[src/rtl/hazard_stall_pipeline_regs.sv]
// hazard_stall_pipeline_regs: PC, IF/ID and ID/EX (control/destination slice)
// registers driven by load-use hazard controls and the EX-stage branch redirect.
//
// Ports:
//   clk, rst            - clock, synchronous active-high reset
//   PCWrite, IFIDWrite  - hazard detector enables for PC and IF/ID
//   Bolha               - hazard detector bubble request into ID/EX
//   branch_taken/target - EX-stage redirect (flushes IF/ID and ID/EX)
//   imem_instr          - instruction fetched at pc
//   id_ctrl/memread/rd  - decode of the IF/ID instruction
//   pc, IFID_*          - fetch address and IF/ID contents
//   IDEX_*              - ID/EX contents (MemRead/RegisterRt feed the hazard unit)
//   stall_count         - saturating count of bubbles inserted
//   flush_count         - saturating count of redirects taken
module hazard_stall_pipeline_regs #(
    parameter logic [31:0] RESET_PC = 32'h0000_0000,
    parameter int          CTRL_W   = 12,
    parameter int          CNT_W    = 16
) (
    input  logic              clk,
    input  logic              rst,
    input  logic              PCWrite,
    input  logic              IFIDWrite,
    input  logic              Bolha,
    input  logic              branch_taken,
    input  logic [31:0]       branch_target,
    input  logic [31:0]       imem_instr,
    input  logic [CTRL_W-1:0] id_ctrl,
    input  logic              id_memread,
    input  logic [4:0]        id_rd,
    output logic [31:0]       pc,
    output logic [31:0]       IFID_instr,
    output logic [31:0]       IFID_pc,
    output logic              IFID_valid,
    output logic [CTRL_W-1:0] IDEX_ctrl,
    output logic              IDEX_MemRead,
    output logic [4:0]        IDEX_RegisterRt,
    output logic              IDEX_valid,
    output logic [CNT_W-1:0]  stall_count,
    output logic [CNT_W-1:0]  flush_count
);

    localparam logic [31:0]      NOP     = 32'h0000_0013;
    localparam logic [CNT_W-1:0] CNT_ONE = {{(CNT_W-1){1'b0}}, 1'b1};
    localparam logic [CNT_W-1:0] CNT_MAX = {CNT_W{1'b1}};

    logic [31:0]       pc_q, pc_d;
    logic [31:0]       ifid_instr_q, ifid_instr_d;
    logic [31:0]       ifid_pc_q, ifid_pc_d;
    logic              ifid_valid_q, ifid_valid_d;
    logic [CTRL_W-1:0] idex_ctrl_q, idex_ctrl_d;
    logic              idex_memread_q, idex_memread_d;
    logic [4:0]        idex_rt_q, idex_rt_d;
    logic              idex_valid_q, idex_valid_d;
    logic [CNT_W-1:0]  stall_cnt_q, stall_cnt_d;
    logic [CNT_W-1:0]  flush_cnt_q, flush_cnt_d;

    always_comb begin
        pc_d           = pc_q;
        ifid_instr_d   = ifid_instr_q;
        ifid_pc_d      = ifid_pc_q;
        ifid_valid_d   = ifid_valid_q;
        idex_ctrl_d    = '0;
        idex_memread_d = 1'b0;
        idex_rt_d      = '0;
        idex_valid_d   = 1'b0;
        stall_cnt_d    = stall_cnt_q;
        flush_cnt_d    = flush_cnt_q;

        if (branch_taken) begin
            // Redirect wins over every hazard control; target is word-aligned.
            pc_d         = {branch_target[31:2], 2'b00};
            ifid_instr_d = NOP;
            ifid_pc_d    = '0;
            ifid_valid_d = 1'b0;
            if (flush_cnt_q != CNT_MAX) begin
                flush_cnt_d = flush_cnt_q + CNT_ONE;
            end
        end else begin
            if (PCWrite) begin
                pc_d = pc_q + 32'd4;
            end
            if (IFIDWrite) begin
                ifid_instr_d = imem_instr;
                ifid_pc_d    = pc_q;
                ifid_valid_d = 1'b1;
            end
            if (Bolha) begin
                if (stall_cnt_q != CNT_MAX) begin
                    stall_cnt_d = stall_cnt_q + CNT_ONE;
                end
            end else if (ifid_valid_q) begin
                idex_ctrl_d    = id_ctrl;
                idex_memread_d = id_memread;
                idex_rt_d      = id_rd;
                idex_valid_d   = 1'b1;
            end
        end
    end

    always_ff @(posedge clk) begin
        if (rst) begin
            pc_q           <= RESET_PC;
            ifid_instr_q   <= NOP;
            ifid_pc_q      <= '0;
            ifid_valid_q   <= 1'b0;
            idex_ctrl_q    <= '0;
            idex_memread_q <= 1'b0;
            idex_rt_q      <= '0;
            idex_valid_q   <= 1'b0;
            stall_cnt_q    <= '0;
            flush_cnt_q    <= '0;
        end else begin
            pc_q           <= pc_d;
            ifid_instr_q   <= ifid_instr_d;
            ifid_pc_q      <= ifid_pc_d;
            ifid_valid_q   <= ifid_valid_d;
            idex_ctrl_q    <= idex_ctrl_d;
            idex_memread_q <= idex_memread_d;
            idex_rt_q      <= idex_rt_d;
            idex_valid_q   <= idex_valid_d;
            stall_cnt_q    <= stall_cnt_d;
            flush_cnt_q    <= flush_cnt_d;
        end
    end

    assign pc              = pc_q;
    assign IFID_instr      = ifid_instr_q;
    assign IFID_pc         = ifid_pc_q;
    assign IFID_valid      = ifid_valid_q;
    assign IDEX_ctrl       = idex_ctrl_q;
    assign IDEX_MemRead    = idex_memread_q;
    assign IDEX_RegisterRt = idex_rt_q;
    assign IDEX_valid      = idex_valid_q;
    assign stall_count     = stall_cnt_q;
    assign flush_count     = flush_cnt_q;

endmodule

[config.mk]
export PLATFORM = sky130hd
export DESIGN_NAME = hazard_stall_pipeline_regs
export DESIGN_NICKNAME = d
export VERILOG_FILES = /design/src/rtl/hazard_stall_pipeline_regs.sv
export SDC_FILE = /design/constraint.sdc
export NUM_CORES = 1
export LEC_CHECK = 0
export CORE_MARGIN = 2
export CORE_UTILIZATION = 45
export DETAILED_ROUTE_END_ITERATION = 7
export DONT_BUFFER_PORTS = 1
export PLACE_DENSITY = 0.6
export SETUP_SLACK_MARGIN = 0.05
export SLEW_MARGIN = 20
export SYNTH_ARGS = -nofsm -noshare
export SYNTH_HDL_FRONTEND = slang
export SYNTH_SLANG_ARGS = --single-unit
[constraint.sdc]
create_clock -name clk -period 2 [get_ports clk]
set_input_delay 0 -clock clk [delete_from_list [all_inputs] [get_ports clk]]
set_output_delay 0 -clock clk [all_outputs]
set_load 0.01 [all_outputs]
==> results.tsv, run 1 <==
stage	metric	value	unit
run_status	outcome	completed	
clock_network	cts.path.max_buffers	2	
synthesis	synthArstFlopShare	0	%
global_route	grt_pass1_wl	29400	µm
worst_setup_path	endpoint_kind	flip-flop	
final_layout	fin_area	0.00859	mm²
route	drtAntennaViolNets	0	
sta	hold_viol	0	
sta	slew_headroom	63.3	%
synthesis	synth_cell_types	53	
worst_setup_path	worst_ep_required_time	2.36	ns
synthesis	syn-cell-area	0.00635	mm²
final_layout	syn2layout_area_growth	35.1	%
worst_setup_path	critPathBufInv	0	
sta	post-route-min-period	1.85	ns
worst_setup_path	path_class	flip-flop to flip-flop	
sta	worst_pin_slew	0.546	ns
synthesis	ys_seq_area_share	45.4	%
route	met1_length	7270	µm
die	start_util	46.0	%
worst_setup_path	crit_path_max_incr_delay	0.56	ns
clock_network	cts_tree	built	
worst_setup_path	cp.arrival	2.20	ns
die	die_x	123	µm
clock_network	clock_latency	0.42	ns
die	rows	43	
route	drt-pass1-iter-count	5	
worst_setup_path	worst-path-stages	5	
route	drt_iter0_drc	353	
synthesis	synth_warnings	0	
global_route	overflow	0	
place	placed_cells_incl_taps	895	
place	dp_hpwl	12100	µm
synthesis	syn_inst	698	
global_route	groute.usage.overall	25.0	%
sta	setup_viol	0	
clock_network	ctsHtreeMaxLevel	4	
synthesis	yosysTopAreaCellShare	45.4	%
synthesis	syn_avg_cell_area	9.10	µm²
synthesis	yosys.area.top_type	dfxtp_1	
min_path	hold_depth	4	
place	placed_area	0.00682	mm²
route	drc_errors	0	
place	gp_congestion	0.848	
sta	drv_slew	0	
job	drv_cap	0	
clock_network	clk_pin_slew	0.06	ns
sta	holdWs	0.0296	ns
sta	final.period_utilization	92.4	%
sta	finalClockSkew	0.00365	ns
power	ir_drop	498	µV
worst_setup_path	r2r_cells	5	
power	power_density	803	mW/mm²
worst_setup_path	worstPathCellList	ha_1, and2_1, nand3_1, or4_1, a21oi_1	
synthesis	synth-edff-count	0	
route	drt_wl_total	19000	µm
route	dr_wl_met3	1650	µm
route	met2_length	9300	µm
final_layout	antennaDiodeCount	0	
clock_network	cts.sinks	144	
clock_network	clockRootBuffer	clkbuf_16	
route	highest_layer	met4	
sta	setup_tns	0	ns
route	vias	5943	
global_route	antenna_found_initial	0	
synthesis	synth_area_leaders	dfxtp_1, mux2i_1, nor2_1	
worst_setup_path	startpoint_type	flip-flop	
final_layout	drive_above_1_share	15.3	%
die	die-area	0.0151	mm²
power	p_leak	3.36	nW
power	power.total	6.89	mW
sta	rsz0062_at_grt	true	
synthesis	synth_top_flop_cell	dfxtp_1	
route	routed_via_density	5.73	
min_path	min_path_type	primary input to flip-flop	
global_route	grt_pass1_vias	5967	
place	portBuffers	0	
clock_network	cts_buffers	17	
sta	clock.fmax	541	MHz
final_layout	nNetsFinal	935	
synthesis	ys_seq_elements	144	
worst_setup_path	slowest_stage	or4_1	
worst_setup_path	crit_path_max_fanout	7	
route	wl_per_cell	18.3	µm
worst_setup_path	cpLargestDelayFamily	simple AND/OR/NAND/NOR gates	
worst_setup_path	critPathLaunch	stall_count[0]	
global_route	grt_max_degree	79	
final_layout	fin_cells	1037	
die	core	0.0138	mm²
die	num_io_pins	236	
die	fp.dieH	123	µm
min_path	hp-start	PCWrite	
final_layout	nFillCells	1128	
worst_setup_path	r2r-start	stall_count[0]	
## final timing paths
check,to,slack (ns)
min reg2reg,IFID_pc[16],0.56
max,stall_count[8],0.15
max reg2reg,stall_count[8],0.15
min,pc[17],0.03
## logic make-up after synthesis
logic type                 Yosys count  share of synthesized area, %
AOI/OAI and AO/OA                   93                          9.92
adders and majority gates            3                         0.591
other                                1                        0.0590
muxes                               79                          12.7
xor gates and xnor gates            11                          1.52
buffers and inverters               56                          4.65
DFF                                144                          45.4
and+or+nand+nor                    311                          25.2
## flip-flops by register name, summed over array words and instances, names as in the netlist
register         flops
IFID_instr          32
IFID_pc             30
pc                  30
flush_count         16
stall_count         16
IDEX_ctrl           12
IDEX_RegisterRt      5
IDEX_MemRead         1
IDEX_valid           1
IFID_valid           1
## cells in the final DEF, fill, tap and decap left out, drive strengths merged, types with 5 or more instances in the layout
cell type,synthesis,final
clkinv,2,11
mux2i,65,65
o21ai,7,7
nand4,21,21
and2,23,23
nor4,12,12
clkbuf,30,18
dlygate4sd3,0,106
buf,15,64
nor3,12,12
a211oi,11,11
or3,7,7
nor2b,16,16
a311oi,11,11
dfxtp,144,144
or4,19,19
xnor2,10,10
a21oi,32,32
nand2,47,47
mux2,14,14
and3,9,9
and4,10,10
inv,8,10
nor3b,5,5
o31ai,15,15
nand3,21,21
nor2,105,105
## report_power, final
group          internal [mW]  total, mW  switching, mW
sequential              2.96       3.05         0.0975
clock                   1.89       3.17           1.29
combinational          0.347      0.667          0.320
## synthesized netlist by cell type, types with 2 or more instances
cell	number
a311o_1	2
nor2b_1	16
a311oi_1	11
nor3_1	12
dfxtp_1	144
nor2_1	105
o31ai_1	15
or3_1	7
clkbuf_8	5
or2_2	2
ha_1	3
nor3b_1	5
nand4_1	20
nor4_1	12
clkbuf_1	22
a21oi_1	32
and4_1	9
clkbuf_2	3
and3_1	9
inv_1	8
clkinv_1	2
a211oi_1	11
buf_1	9
o41ai_1	2
a2111oi_0	2
and2_0	2
o21ai_0	7
mux2_2	14
nand3_1	21
mux2i_1	65
nand2_1	47
and2_1	21
or4_1	19
buf_4	6
xnor2_1	10
## final cells by class
type / count / area, µm² / area share (%)
sequential: 144 / 2900 / 33.7
clock inverter: 14 / 160 / 1.86
inverter: 10 / 37.5 / 0.437
multi-input combinational: 501 / 3210 / 37.4
tap: 180 / 225 / 2.62
timing repair buffer: 170 / 1620 / 18.9
clock buffer: 18 / 439 / 5.11
## repair_timing
item / 4_1_cts / 5_1_grt
endpoints found under the setup margin: 0 / 16
setup buffers: 0 / 1
hold buffers: 109 / 0
resized for setup: 0 / 8
hold endpoints to repair: 144 / 0
## per-stage QoR
step	setup slack (ns)	utilization (%)
after global routing	0.0469	62.1
after floorplan	0.0679	-
after CTS	0.0704	61.9
after detailed placement	0.0881	49.3
after global placement	0.152	49.3
final	0.152	62.1
## tightest hold or removal path, cell delays in order
cell      delay, ns
nand4_1        0.10
or4_1          0.13
or3_1          0.10
a311oi_1       0.07
## layer usage
layer  track usage, %  vias up
met2             41.7      258
met5                0        -
met1             27.0     2823
met4             14.2        0
met3             9.53       61
li1                 -     2801
No activity file was read; power rests on OpenSTA's default activity.
==> run 2: changes to the inputs <==
--- a/config.mk
+++ b/config.mk
@@ -5,11 +5,11 @@
 export SDC_FILE = /design/constraint.sdc
 export NUM_CORES = 1
 export LEC_CHECK = 0
-export CORE_MARGIN = 2
 export CORE_UTILIZATION = 45
 export DETAILED_ROUTE_END_ITERATION = 7
 export DONT_BUFFER_PORTS = 1
 export PLACE_DENSITY = 0.6
+export RECOVER_POWER = 50
 export SETUP_SLACK_MARGIN = 0.05
 export SLEW_MARGIN = 20
 export SYNTH_ARGS = -nofsm -noshare
==> run 2 against run 1 <==
Fmax decreased by 1.6%; non-clock buffer count decreased by 3; via count decreased by 2.1%; clock power increased by 6.6%; first-iteration DRC count increased by 0.28%; clock skew increased by 0.0046 ns; sequential share of layout area increased by 0.34 points; critical path type is now primary input to flip-flop; largest cell class unchanged.
==> results.tsv, run 2 (synthesis results as in run 1) <==
stage	metric	value	unit
worst_setup_path	cpLargestDelayFamily	buffers and inverters	
global_route	grt_pass1_wl	29100	µm
place	dp_hpwl	11800	µm
sta	final.period_utilization	93.9	%
sta	slew_headroom	64.0	%
place	gp_congestion	0.807	
route	drc_errors	0	
route	wl_per_cell	17.9	µm
die	rows	43	
global_route	grt_max_degree	79	
global_route	groute.usage.overall	25.6	%
power	power_frac_seq	43.1	%
route	drtAntennaViolNets	0	
power	clkPwrFrac	47.8	%
final_layout	nNetsFinal	932	
final_layout	largest_register_ffs	32	
clock_network	clockRootBuffer	clkbuf_16	
sta	worst_pin_slew	0.534	ns
worst_setup_path	crit_path_max_fanout	41	
die	die-area	0.0146	mm²
sta	rsz0062_at_grt	true	
sta	clock.fmax	533	MHz
route	drt_wl_total	18500	µm
place	placed_area	0.00677	mm²
clock_network	clock_latency	0.42	ns
worst_setup_path	slowest_stage	dlygate4sd3_1	
run_status	outcome	completed	
route	drt-pass1-iter-count	5	
global_route	antenna_found_initial	0	
route	drt_iter0_drc	354	
worst_setup_path	ff2ff_setup_slack	0.15	ns
clock_network	cts_tree	built	
route	vias	5817	
die	fp.dieH	121	µm
final_layout	layout_commonest_cell	dfxtp_1	
sta	setup_viol	0	
worst_setup_path	crit_path_frequent_cell	dlygate4sd3_1	
clock_network	cts.path.max_buffers	2	
global_route	overflow	0	
clock_network	ctsHtreeMaxLevel	4	
sta	setup_tns	0	ns
worst_setup_path	worst_ep_required_time	2.30	ns
power	power_density	833	mW/mm²
die	num_io_pins	236	
power	p_leak	3.24	nW
power	swShare	23.6	%
final_layout	antennaDiodeCount	0	
die	start_util	46.0	%
sta	finalClockSkew	0.00820	ns
power	internal_power	5.41	mW
die	core	0.0138	mm²
sta	hold_viol	0	
worst_setup_path	cp.arrival	2.18	ns
power	ir_drop	540	µV
worst_setup_path	crit_path_max_incr_delay	0.71	ns
clock_network	clk_pin_slew	0.06	ns
worst_setup_path	path_class	primary input to flip-flop	
place	portBuffers	0	
worst_setup_path	worstPathCellList	dlygate4sd3_1, buf_12, clkinv_1, buf_4, nand2_1, a21oi_1, dlygate4sd3_1	
power	combPwrFrac	9.1	%
power	switchingPower	1.67	mW
final_layout	syn2layout_area_growth	33.8	%
global_route	grt_pass1_vias	5745	
final_layout	fin_area	0.00850	mm²
worst_setup_path	critPathBufInv	5	
final_layout	drive_above_1_share	11.7	%
job	drv_cap	0	
clock_network	cts.sinks	144	
sta	drv_slew	0	
min_path	min_path_type	primary input to flip-flop	
worst_setup_path	endpoint_kind	flip-flop	
die	die_x	121	µm
clock_network	cts_buffers	17	
worst_setup_path	startpoint_type	primary input	
route	routed_via_density	5.63	
final_layout	final_cell_mix	dfxtp_1, dlygate4sd3_1, nor2_1	
sta	post-route-min-period	1.88	ns
## run 2: changes by cell type in the layout (fill, tap and decap cells not counted), sizes merged
cell,before,now
clkbuf,18,41
bufinv,2,4
buf,64,37
inv,10,9
clkinvlp,1,4
clkinv,11,6
dlygate4sd3,106,108
## run 2: timing repair
item | CTS | global route
endpoints found under the hold margin | 144 | 0
gates resized for setup | 0 | 7
hold buffers | 111 | 0
cloned | 0 | 0
endpoints found under the setup margin | 1 | 25
pin swaps | 0 | 1
buffers inserted | 1 | 0
## run 2: power by group through the flow
stage | Clock, mW | Sequential, mW | Combinational (mW)
CTS | 3.43 | 3.05 | 0.655
global route | 3.56 | 3.06 | 0.702
finish | 3.38 | 3.05 | 0.645
detailed placement | 0 | 3.12 | 0.397
global placement | 0 | 3.11 | 0.385
floorplan | 0 | 3.13 | 0.309
## run 2: worst reg2reg max path, cell delays in order (launching register included)
cell and delay, ns:
dfxtp_4 0.39, nand4_4 0.08, buf_4 0.17, or4_1 0.54, or3_1 0.32, a311oi_1 0.25
## run 2: final timing paths
| kind | startpoint | end | cells after the start |
|---|---|---|---|
| hold / removal | branch_taken | flush_count[10] | 3 |
| setup reg to reg | pc[7] | pc[17] | 5 |
| hold reg to reg | stall_count[2] | stall_count[2] | 2 |
| setup / recovery | branch_taken | pc[6] | 7 |
## run 2: through the flow
stage	total power [mW]	cells	worst slack (ns)	hold slack (ns)	util, %
2_1_floorplan	3.44	701	0.0679	0.122	-
3_3_place_gp	3.50	890	0.159	0.0781	49.0
3_5_place_dp	3.51	890	0.0689	0.0790	49.0
4_1_cts	7.14	1034	0.0852	0.0188	61.9
5_1_grt	7.32	1034	0.0364	0.0464	61.5
6_report	7.08	1034	0.122	0.0406	61.5
## run 2: layer usage
layer	GRT usage, %	routed length (µm)
met3	8.63	1400
met1	28.4	7420
met2	44.1	9290
met5	0	0
met4	11.3	355
## run 2: final cells by class
class | instances | area, µm²
clock inverters | 13 | 186
well taps | 180 | 225
clock buffers | 19 | 443
repair buffers | 167 | 1510
flip-flops and latches | 144 | 2900
multi-input cells | 501 | 3210
inverters | 10 | 37.5
fillers | 1158 | 5320
